`config.mk`:
```
export PLATFORM = sky130hd
export DESIGN_NAME = mux_nch_rr
export DESIGN_NICKNAME = d
export VERILOG_FILES = /design/src/rtl/mux_nch_rr.sv
export SDC_FILE = /design/constraint.sdc
export NUM_CORES = 1
export LEC_CHECK = 0
export ABC_AREA = 1
export BUFFER_PORTS_ARGS = -buffer_cell sky130_fd_sc_hd__clkbuf_2
export CORE_MARGIN = 5
export CORE_UTILIZATION = 44
export CTS_CLUSTER_DIAMETER = 150
export CTS_CLUSTER_SIZE = 10
export DETAILED_ROUTE_END_ITERATION = 8
export GPL_TIMING_DRIVEN = 0
export PLACE_DENSITY_LB_ADDON = 0.15
export SYNTH_ARGS = -nofsm -noshare
export SYNTH_HDL_FRONTEND = slang
export SYNTH_SLANG_ARGS = --single-unit
```
`constraint.sdc`:
```
create_clock -name clk -period 2.1 [get_ports clk]
set_clock_uncertainty 0.05 [all_clocks]
set_input_delay 0.42 -clock clk [delete_from_list [all_inputs] [get_ports clk]]
set_output_delay 0.42 -clock clk [all_outputs]
set_load 0.005 [all_outputs]
```
`src/rtl/mux_nch_rr.sv`:
```
// rtl/mux_nch_rr.sv - registered N-channel valid/ready mux, fixed-select or round-robin
// Optional MUX_BEATCNT_EN adds a saturating 16-bit accepted-beat counter port.
module mux_nch_rr #(
  parameter int N  = 4,
  parameter int W  = 8,
  parameter int SW = $clog2(N)
) (
  input  logic           clk,
  input  logic           rst_n,
  input  logic [N*W-1:0] in_data,
  input  logic [N-1:0]   in_valid,
  output logic [N-1:0]   in_ready,
  input  logic           mode,
  input  logic [SW-1:0]  sel,
  output logic [W-1:0]   out_data,
  output logic [SW-1:0]  out_ch,
  output logic           out_valid,
  input  logic           out_ready
`ifdef MUX_BEATCNT_EN
  ,
  output logic [15:0]    beat_cnt
`endif
);

  logic [SW-1:0] ptr;
  logic [SW-1:0] grant;
  logic [SW-1:0] idx;
  logic [SW-1:0] next_ptr;
  logic          grant_vld;
  logic          load;
  logic          accept;

  assign load   = !out_valid || out_ready;
  assign accept = grant_vld && load && rst_n;

  // Round-robin scan runs downward so the candidate closest to ptr wins last.
  always_comb begin
    grant     = '0;
    grant_vld = 1'b0;
    idx       = '0;
    if (mode == 1'b0) begin
      if (int'(sel) < N) begin
        grant     = sel;
        grant_vld = in_valid[sel];
      end
    end else begin
      for (int k = N - 1; k >= 0; k--) begin
        idx = SW'((int'(ptr) + k) % N);
        if (in_valid[idx]) begin
          grant     = idx;
          grant_vld = 1'b1;
        end
      end
    end
  end

  always_comb begin
    in_ready = '0;
    if (accept) in_ready[grant] = 1'b1;
  end

  assign next_ptr = (int'(grant) == N - 1) ? '0 : grant + 1'b1;

  always_ff @(posedge clk) begin
    if (!rst_n) begin
      out_valid <= 1'b0;
      out_data  <= '0;
      out_ch    <= '0;
      ptr       <= '0;
    end else if (accept) begin
      out_valid <= 1'b1;
      out_data  <= in_data[int'(grant)*W +: W];
      out_ch    <= grant;
      ptr       <= next_ptr;
    end else if (out_ready) begin
      out_valid <= 1'b0;
    end
  end

`ifdef MUX_BEATCNT_EN
  always_ff @(posedge clk) begin
    if (!rst_n) begin
      beat_cnt <= '0;
    end else if (accept && beat_cnt != 16'hFFFF) begin
      beat_cnt <= beat_cnt + 16'd1;
    end
  end
`endif

endmodule

```
# Yosys cells after proc, flatten, opt, wreduce, memory -nomap -nowiden
# Index checks and enable logic that the tools add are counted.
[op_classes] n_addsub=4 magnitude_cmp=7 eq_ne=1 shifts=1 n_mux=26 reduce_logical=6
[ops] operator="$shiftx 32x6->8" count=1
[ops] operator="$lt 2x3->1 const B" count=6
[ops] operator="$mux 1" count=13
[ops] operator="$mux 2" count=6
[ops] operator="$bmux 1 s2" count=5
[ops] operator="$add 2x1->2 const B" count=2
[ops] operator="$add 2x2->2 const B" count=2
[ops] operator="$mux 4" count=1
[ops] operator="$logic_and 1x1->1" count=3
[ops] operator="$demux 1 s2" count=1
[ops] operator="$eq 2x1->1 const B" count=1
[ops] operator="$ge 2x1->1 const B" count=1
[ops] operator="$reduce_bool 2->1" count=1
[ops] operator="$logic_not 1->1" count=1
[ops] operator="$logic_or 1x1->1" count=1
[totals] regBits=13 elab_cells=49

# Logic depth before layout (Yosys ltp)
[logic_depth] ltp_word=13 ltp_mapped=18

# Least setup slack after synthesis
# No wires, ideal clock.
[synth_path] path_kind="register to output" startpoint="register ptr[0]" endpoint="output in_ready[0]" arrival_time_ns=1.412 setup_slack_ns=0.218 path_stages_with_launch=17 n_path_buf=2 path_cell_list="dfxtp_1 > buf_6 > inv_4 > nand2_2 > nand2_2 > nand2_1 > nand2_1 > nand2_1 > nand2_1 > nand2_1 > nand2_1 > nand2_2 > nand2_4 > inv_4 > buf_6 > nand2_2 > nor2_1"
[synth_via] elab_chain_len=13 word_cells_on_any_way=29
[synth_lines] element="start, declared" line="25" source="logic [SW-1:0] ptr;"
[synth_lines] element="start signal, assigned" line="74" source="ptr <= next_ptr;"
[synth_lines] element="$add 2x2->2" line="48" source="idx = SW'((int'(ptr) + k) % N);"
[synth_lines] element="$bmux 1 s2" line="49" source="if (in_valid[idx]) begin"
[synth_lines] element="$mux 1 (not written as such)" line="49"
[synth_lines] element="$mux 2 (4 in series)" line="49"
[synth_lines] element="$mux 2" line="41" source="if (mode == 1'b0) begin"
[synth_lines] element="$lt 2x3->1 (not written as such) / $ge 2x1->1 (equally long branches)" line="59" source="if (accept) in_ready[grant] = 1'b1;"
[synth_lines] element="$logic_and 1x1->1 (not written as such)" line="59"
[synth_lines] element="$mux 1 (not written as such)" line="59"
[synth_lines] element="$demux 1 s2" line="59"
[synth_lines] element="$mux 4 (*)" line="59"
[synth_lines] element="end, declared" line="12" source="output logic [N-1:0] in_ready,"
# Mark *: on every way between the ends. The rest lies on a longest branch, timed or not. The select of a mux whose other input is x is not followed.

# Final worst setup path
[layout_path] startpoint="register ptr[0]" endpoint="output in_ready[1]"
# Same word-level chain as after synthesis.

==> out/qor.csv <==
metric,value,unit
register area share after synthesis,0.242,
largest net degree at the start of global routing,11,
Total GRT Usage,0.197,
DR vias,1436,
ant diodes,0,
TritonCTS Sinks,13,
"Hold Vio Cnt, Final",0,
crit path launch type,register,
power density over the cells,566,nW/um2
Clock Power Share,0.163,
placed inst area,1390,um2
Sequential Power Share,0.326,
Clock transition at path regs,80,ps
syn_nets,234,
Total Power,0.934,mW
crit end category,output pin,
vias in the first global route,1363,
Tightest Pin Transition,419,ps
Max Clock Freq,0.432,GHz
chip width,59.4,um
Routed wire per std cell,12.0,um
total iterations of the first detailed-routing run,4,
Die ar.,3530,um2
Worst Path Arrival,1850,ps
period utilisation layout,1.10,
final setup violation count,4,
Site Rows,17,
antenna-violating nets left,0,
"Avg Cell Area, Syn",5.59,um2
Worst-Skew Late Latency,270,ps
crit path time final,2320,ps
Int Pwr,0.573,mW
Placeable Area,2280,um2
fill count,202,
"commonest cells after routing, fill and taps aside","nand2_1 (62), clkbuf_2 (54), nand3_1 (34), nor2_1 (15), buf_4 (15)",
Max Cap Violations,0,
Hold WC Path Type,in2reg,
total clock buffers created by CTS,3,
fin nets,310,
Leak,0.940,nW
CP required,1630,ps
status,"complete, but fails checks",
Yosys top cell by area,nand2_1,
DP HPWL,2560,um
antenna violations before repair,0,
final WL,3530,um
Reg2Reg Depth,15,
vias per cell,4.87,
"Distinct cells, synth",22,
RSZ-0062 raised after global routing,true,
Post-synth top flop,dfxtp_1,
Post-synth EDFFs,0,
Final Cell Area,1650,um2
Sw Ratio,0.387,
Area Overhead vs Synth,53.7,%
Fin Setup TNS,-784,ps
Non-Filler Instances,295,
Crit Path Category,reg2out,
Die Ht,59.4,um
CTS H-tree depth,1,
share of cells above drive strength 1,0.457,
CTS Root Cell,clkbuf_4,
CTS tree,done,
CTS max path bufs,2,
largest cells by area after synthesis,"nand2_1 (26%), dfxtp_1 (24%), nand3_1 (17%)",
Slew HR,0.721,
gr ovfl total,0,
"most common cell after layout, fill and taps aside",nand2_1,
I/O Pins,57,
"Async S/R FF share, synth",0,
top cell type's share of synthesized area,0.259,
NetSw,0.361,mW
PortBufs,56,
Sequential Area,263,um2
Iter 0 DRT Violations,90,
GP Congestion,0.787,
Yosys reg bits,13,
Max VDD drop,485,uV
drt drc,0,
hold_ws,406,ps
hold depth,5,
final count of pins violating max slew,0,
failing checks,negative setup slack,
starting density of the core,0.472,
synthesized cell area,1070,um2
synth warn,0,
Post-Place Cells,276,
Mapped Cells,192,
"Max FO, Critical Path",8,
first-pass GRT wire length,5460,um
fin worst setup slack,-217,ps
combinational group share of total power,0.512,
Multi-input gate area,785,um2
-- synth_stat cells, types with 2 or more instances --
| library cell | count |
|---|---|
| o21ai_0 | 2 |
| inv_2 | 4 |
| buf_6 | 3 |
| nand2_2 | 6 |
| nand2_1 | 74 |
| nand3_1 | 36 |
| nor2_1 | 18 |
| inv_1 | 14 |
| inv_4 | 2 |
| buf_2 | 2 |
| nor2_2 | 5 |
| dfxtp_1 | 13 |
| a21oi_1 | 4 |
-- cell type report --
type / count / area share
well taps: 28 / 0.0212
repair buffers: 71 / 0.238
clock buffers: 4 / 0.0159
inverters: 20 / 0.0546
flip-flops and latches: 13 / 0.159
multi-input cells: 152 / 0.475
plain buffers: 7 / 0.0356
-- power by group through the flow --
| stage | Combinational, mW | Clock (mW) | Sequential, mW |
|---|---|---|---|
| 3_3_place_gp | 0.362 | 0 | 0.307 |
| 6_report | 0.478 | 0.152 | 0.304 |
| 3_5_place_dp | 0.367 | 0 | 0.307 |
| 4_1_cts | 0.440 | 0.152 | 0.302 |
| 2_1_floorplan | 0.240 | 0 | 0.309 |
| 5_1_grt | 0.529 | 0.165 | 0.309 |
-- registers in the layout, indices dropped and copies added, names as in the netlist --
signal / count
ptr: 2
out_valid: 1
out_data: 8
out_ch: 2
-- metrics by stage --
step,worst slack (ps),util
finish,-217,0.725
global placement,-97.5,0.610
floorplan,218,-
CTS,-206,0.692
global route,-356,0.725
detailed placement,-147,0.610
-- worst max-delay path, stage by stage (launching register included) --
cell and delay, ps:
dfxtp_2 330, buf_8 130, inv_8 50, nand2_2 70, nand2_4 60, nand2_2 70
nand2_1 50, nand2_1 60, nand2_2 70, a21oi_2 140, nand2_2 90, nand2_4 70
buf_4 120, nand3_1 90, inv_1 70, clkbuf_2 100
-- final timing paths --
path	endpoint	startpoint	slack, ps
min	out_data[1]	in_data[25]	410
max reg2reg	out_data[6]	ptr[0]	180
max	in_ready[1]	ptr[0]	-220
min reg2reg	out_data[0]	out_data[0]	430
-- what timing repair did --
| action | in CTS | in global routing |
|---|---|---|
| pin swaps | 12 | 10 |
| setup endpoints to repair | 4 | 13 |
| gates resized for setup | 14 | 25 |
| hold buffers | 0 | 0 |
| endpoints found under the hold margin | 0 | 0 |
| buffers inserted | 15 | 1 |
-- per-layer routing --
| layer | vias up | part of all wire | GRT usage |
|---|---|---|---|
| li1 | 760 | - | - |
| met1 | 620 | 0.41 | 0.234 |
| met2 | 50 | 0.50 | 0.354 |
| met3 | 6 | 0.078 | 0.0327 |
| met4 | 0 | 0.0091 | 0.0615 |
| met5 | - | 0 | 0 |
-- cell families after synthesis --
kind of cell,Yosys count,share of synthesized area
DFF,13,0.242
AOI/OAI and AO/OA,9,0.0478
and+or+nand+nor,143,0.584
buffers and inverters,27,0.126
Note: power is estimated with default switching activity, not from simulation.
